**config.mk**
```make
export PLATFORM = sky130hd
export DESIGN_NAME = ctr_seq_ctrl
export DESIGN_NICKNAME = d
export VERILOG_FILES = /design/src/rtl/ctr_seq_ctrl.sv
export SDC_FILE = /design/constraint.sdc
export NUM_CORES = 1
export LEC_CHECK = 0
export BUFFER_PORTS_ARGS = -buffer_cell sky130_fd_sc_hd__buf_2
export CORE_ASPECT_RATIO = 0.75
export CORE_UTILIZATION = 50
export DETAILED_ROUTE_END_ITERATION = 8
export GPL_ROUTABILITY_DRIVEN = 0
export HOLD_SLACK_MARGIN = 0.08
export PLACE_DENSITY_LB_ADDON = 0.3
export SLEW_MARGIN = 20
export SYNTH_ARGS = -nofsm -noshare
export SYNTH_HDL_FRONTEND = slang
export SYNTH_SLANG_ARGS = --single-unit
```
**constraint.sdc**
```tcl
create_clock -name clk -period 3 [get_ports clk]
set_clock_uncertainty 0.15 [all_clocks]
set_input_delay 0.45 -clock clk [delete_from_list [all_inputs] [get_ports clk]]
set_output_delay 0.45 -clock clk [all_outputs]
set_load 0.1 [all_outputs]
```
**src/rtl/ctr_seq_ctrl.sv**
```systemverilog
// Sequencer driving an external up/down counter: one-shot down, periodic down, triangle.
// Optional 16-bit wrap counter output `cycles` when CTR_SEQ_CYCCNT_EN is defined.
module ctr_seq_ctrl #(
  parameter int WIDTH = 12
) (
  input  logic             clk,
  input  logic             reset,
  input  logic             start,
  input  logic             stop,
  input  logic [1:0]       mode,
  input  logic [WIDTH-1:0] period,
  input  logic [WIDTH-1:0] ctr_count,
  input  logic             ctr_tercnt,
  output logic [WIDTH-1:0] ctr_data,
  output logic             ctr_load_n,
  output logic             ctr_up_dn,
  output logic             ctr_cen,
  output logic             busy,
  output logic             done,
  output logic             wrap,
  output logic             err
`ifdef CTR_SEQ_CYCCNT_EN
  ,
  output logic [15:0]      cycles
`endif
);

  localparam logic [1:0] M_ONE = 2'b00;
  localparam logic [1:0] M_PER = 2'b01;
  localparam logic [1:0] M_TRI = 2'b10;

  typedef enum logic [1:0] {IDLE, LOAD, RUN_DN, RUN_UP} state_t;

  state_t           state;
  logic [1:0]       mode_q;
  logic [WIDTH-1:0] per_q;
  logic             reject, accept, wrap_set;

  assign reject   = (mode == 2'b11) || (mode == M_TRI && period == '0);
  assign accept   = (state == IDLE) && start && !stop && !reject;
  assign wrap_set = !stop && (state == RUN_DN) && ctr_tercnt &&
                    (mode_q == M_PER || mode_q == M_TRI);
  assign busy     = (state != IDLE);

  // Counter controls are decoded in the same cycle so turnarounds cost no extra count.
  always_comb begin
    ctr_data   = '0;
    ctr_load_n = 1'b1;
    ctr_up_dn  = 1'b0;
    ctr_cen    = 1'b0;
    case (state)
      LOAD: begin
        ctr_load_n = 1'b0;
        ctr_data   = (mode_q == M_TRI) ? '0 : per_q;
        ctr_up_dn  = (mode_q == M_TRI);
      end
      RUN_DN: begin
        ctr_cen = 1'b1;
        if (ctr_tercnt) begin
          case (mode_q)
            M_PER: begin
              ctr_load_n = 1'b0;
              ctr_data   = per_q;
            end
            M_TRI:   ctr_up_dn = 1'b1;
            default: ctr_cen   = 1'b0;
          endcase
        end
      end
      RUN_UP: begin
        ctr_cen   = 1'b1;
        ctr_up_dn = (ctr_count != per_q);
      end
      default: ;
    endcase
    if (stop) begin
      ctr_cen    = 1'b0;
      ctr_load_n = 1'b1;
    end
  end

  always_ff @(posedge clk or posedge reset) begin
    if (reset) begin
      state  <= IDLE;
      mode_q <= 2'b00;
      per_q  <= '0;
      done   <= 1'b0;
      wrap   <= 1'b0;
      err    <= 1'b0;
    end else begin
      done <= 1'b0;
      wrap <= wrap_set;
      err  <= 1'b0;
      if (stop) begin
        state <= IDLE;
      end else begin
        case (state)
          IDLE: begin
            if (start && reject) err <= 1'b1;
            if (accept) begin
              mode_q <= mode;
              per_q  <= period;
              state  <= LOAD;
            end
          end
          LOAD: state <= (mode_q == M_TRI) ? RUN_UP : RUN_DN;
          RUN_DN: begin
            if (ctr_tercnt) begin
              case (mode_q)
                M_PER: state <= RUN_DN;
                M_TRI: state <= RUN_UP;
                default: begin
                  state <= IDLE;
                  done  <= 1'b1;
                end
              endcase
            end
          end
          RUN_UP: if (ctr_count == per_q) state <= RUN_DN;
          default: state <= IDLE;
        endcase
      end
    end
  end

`ifdef CTR_SEQ_CYCCNT_EN
  always_ff @(posedge clk or posedge reset) begin
    if (reset)                                  cycles <= '0;
    else if (accept)                            cycles <= '0;
    else if (wrap_set && cycles != 16'hFFFF)    cycles <= cycles + 16'd1;
  end
`endif

endmodule

```
==> impl_results.md <==
* Vias per inst at ~5.1
* Compound-gate portion of the synthesized area at 0.0779
* Least-Margin Pin Slew at about 0.68 ns
* Synth Area in Adders at 0.0809
* FILL cells at about 170
* Worst Path Required at approximately 2.4 ns
* Grt met1 use at 0.335
* Clock Tree Buf Depth at 2
* Vias at 1031
* Vias in the first global route at around 1000
* Setup violations, final at 0
* Max Slew Vio Count at 0
* Pwr Density at 949 mW/mm^2
* Worst vdd ir at about 540 uV
* Register area share after synthesis at 0.384
* Final #Nets at between 200 and 250
* Largest family of logic cells by synthesized area: simple AND/OR/NAND/NOR gates
* Placed instance area at 0.00169 sq mm
* Fin crit share at 0.923
* EDFF count, synth at 0
* Die span in y at around 45 microns
* DP HPWL at between 2 and 2.5 mm
* Area growth from synthesis to layout at 38.6%
* Endpoints failing hold at 0
* Cell area after layout at approximately 0.0017 sq mm
* Input/output buffers at 49
* Reg2reg path depth at 6
* Yosys reg bits at 19
* Reg2reg start: state[0]
* Worst R2R Setup Slack at approximately 0.9 ns
* DRC Markers at 0
* P_int at between 800 and 900 uW
* DRT Pass-1 Iters at 4
* Switching Share at 0.492
* Top FF cell, synth: dfrtp_1
* Num rows at 15
* Fmax achieved at around 360 MHz
* Gr ovfl total at 0
* Comb power frac at 0.632
* PostCTS Resize Cnt at 0
* Status: finished, final reports clean
* CTS clk-pin slew, worst paths at ~0.090 ns
* Hold crit path type: in -> async
* Area of the multi-input gates at around 700 sq um
* Slew margin rel. at 0.547
* DIE WIDTH at approximately 60 microns
* Flop pwr share at 0.293
* Post-DRT Antenna Nets at 0
* Layout cells sized above 1 at 0.413
* Worst Path Arrival at approximately 2.2 ns
* Avg Cell Area, Syn at between 10 and 15 sq um
* Most frequent cells in the layout: buf_2 (37), dfrtp_1 (19), and2_1 (12), xnor2_1 (12), buf_12 (12)
* Commonest non-fill, non-tap cell in the layout: buf_2
* NetSw at approximately 800 uW
* Routed wire length at between 2 and 3 mm
* CTS Buf Count at 3
* Mapped cell area at around 0.0012 sq mm
* Post-Synth XOR/XNOR Area at 0.0849
* Leak Pwr at approximately 0.00085 uW
* # diodes at 0
* Maxcap violations at 0
* Largest net degree at the start of global routing at 20
* WL per Instance at roughly 15 microns
* Min cycle time layout at 2.77 ns
* Setup TNS at 0 ns
* # H-tree levels at 1
* CP Launch Type: register
* Post-CTS Hold Fix Bufs at 0
* Yosys warns at 0
* Clk Latency, worst-skew pair at slightly below 0.3 ns
* GRT met2 Usage at 0.396
* Mux contribution to synthesized area at 0.146
* Reg2reg end: per_q[2]
* Post-CTS Setup Inserts at 0
* Storage cell area at roughly 480 sq um
* Met3 Track Usage GR at 0.0516
* Num ports at 50
* Clock Sinks at 19
* CP Max Fanout at 12
* Gr usage total at 0.243
* First-pass GRT wire length at roughly 4.7 mm
* Crit path kind: reg -> out
* CTS tree: done
* Syn Nets at 154
* Yosys cell types at 30
* Share of power burned in the clock network at 0.075
* Worst hold slack at ~0.091 ns
* Starting Density at 0.532
* Post-synth ARST share at 1.00
* Grt peak-use layer: met2
* Initial antenna violation count at 0
* Mapped Cells at roughly 120
* Core area at approximately 0.0023 sq mm
* Crit path capture type: output pin
* Root buffer cell: clkbuf_4
* 1st-iter DRT viols at 31
* Unrepaired setup endpoints after global routing: false
* Post-synthesis simple-gate area fraction at 0.171
* Die area at around 0.0027 sq mm
[per-stage QoR]
stage               std cells  total power (uW)  utilization  setup WS [ns]
floorplan                 115              1230            -          0.291
global placement          197              1480        0.726          0.646
detailed placement        197              1500        0.726          0.581
CTS                       201              1630        0.737          0.277
global route              201              1710        0.737         0.0647
finish                    201              1630        0.737          0.232
[state kept, by name, summed over array words and instances, names as in the netlist]
signal / cells
done: 1
state: 2
wrap: 1
err: 1
per_q: 12
mode_q: 2
[layout make-up]
cell class / count / share of cell area
timing repair buffer: 51 / 0.257
sequential: 19 / 0.277
tap: 34 / 0.0248
multi-input combinational: 84 / 0.406
inverter: 9 / 0.0197
clock buffer: 4 / 0.0153
[Yosys cell counts, types with 3 or more instances]
library cell / number / area (sq um)
a21oi_1: 3 / 15.0
and2_1: 12 / 75.1
and3_1: 3 / 18.8
dfrtp_1: 19 / 475
ha_1: 8 / 100
inv_1: 9 / 33.8
mux2_2: 4 / 45.0
mux2_4: 9 / 135
nand2_1: 6 / 22.5
nand2b_1: 4 / 25.0
nand4_1: 3 / 18.8
nor4_1: 3 / 18.8
xnor2_1: 12 / 105
[power groups by stage]
| stage | clock network, uW | registers, uW | logic (uW) |
|---|---|---|---|
| floorplan | 0 | 459 | 767 |
| global placement | 0 | 477 | 1000 |
| detailed placement | 0 | 478 | 1020 |
| CTS | 127 | 474 | 1030 |
| global route | 139 | 487 | 1090 |
| finish | 123 | 476 | 1030 |
[cells by family (layout without fill, tap and decap cells)]
| group | after synthesis | count (layout) |
|---|---|---|
| flops | 19 | 19 |
| buf+inv | 12 | 64 |
| fa+ha+maj | 8 | 8 |
| simple gates | 37 | 37 |
| mux | 13 | 13 |
| xor+xnor | 12 | 12 |
| compound gates | 14 | 14 |
[worst max-delay path, cell delays in order, from the launching register on]
cell      delay [ns]
dfrtp_1         0.45
inv_1           0.14
ha_1            0.25
nand2_1         0.09
inv_1           0.09
nand2_1         0.07
a21boi_0        0.18
buf_4           0.21
and2_1          0.20
buf_12          0.19
[worst max-delay path by stage]
stage	from	endpoint	slack [ns]	depth (start not counted)
after floorplan	state[0]	ctr_data[0]	0.29	8
after global placement	state[0]	ctr_data[11]	0.65	9
after detailed placement	period[1]	per_q[2]	0.58	7
after CTS	state[0]	ctr_data[4]	0.28	9
after global routing	state[0]	ctr_data[4]	0.06	9
final	state[0]	ctr_data[9]	0.23	9
[layer usage]
metal	vias to the layer above	share of wire
met3	5	0.047
met4	0	0.0084
met2	32	0.50
li1	498	-
met1	496	0.45
met5	-	0
No activity file was read; power rests on OpenSTA's default activity.
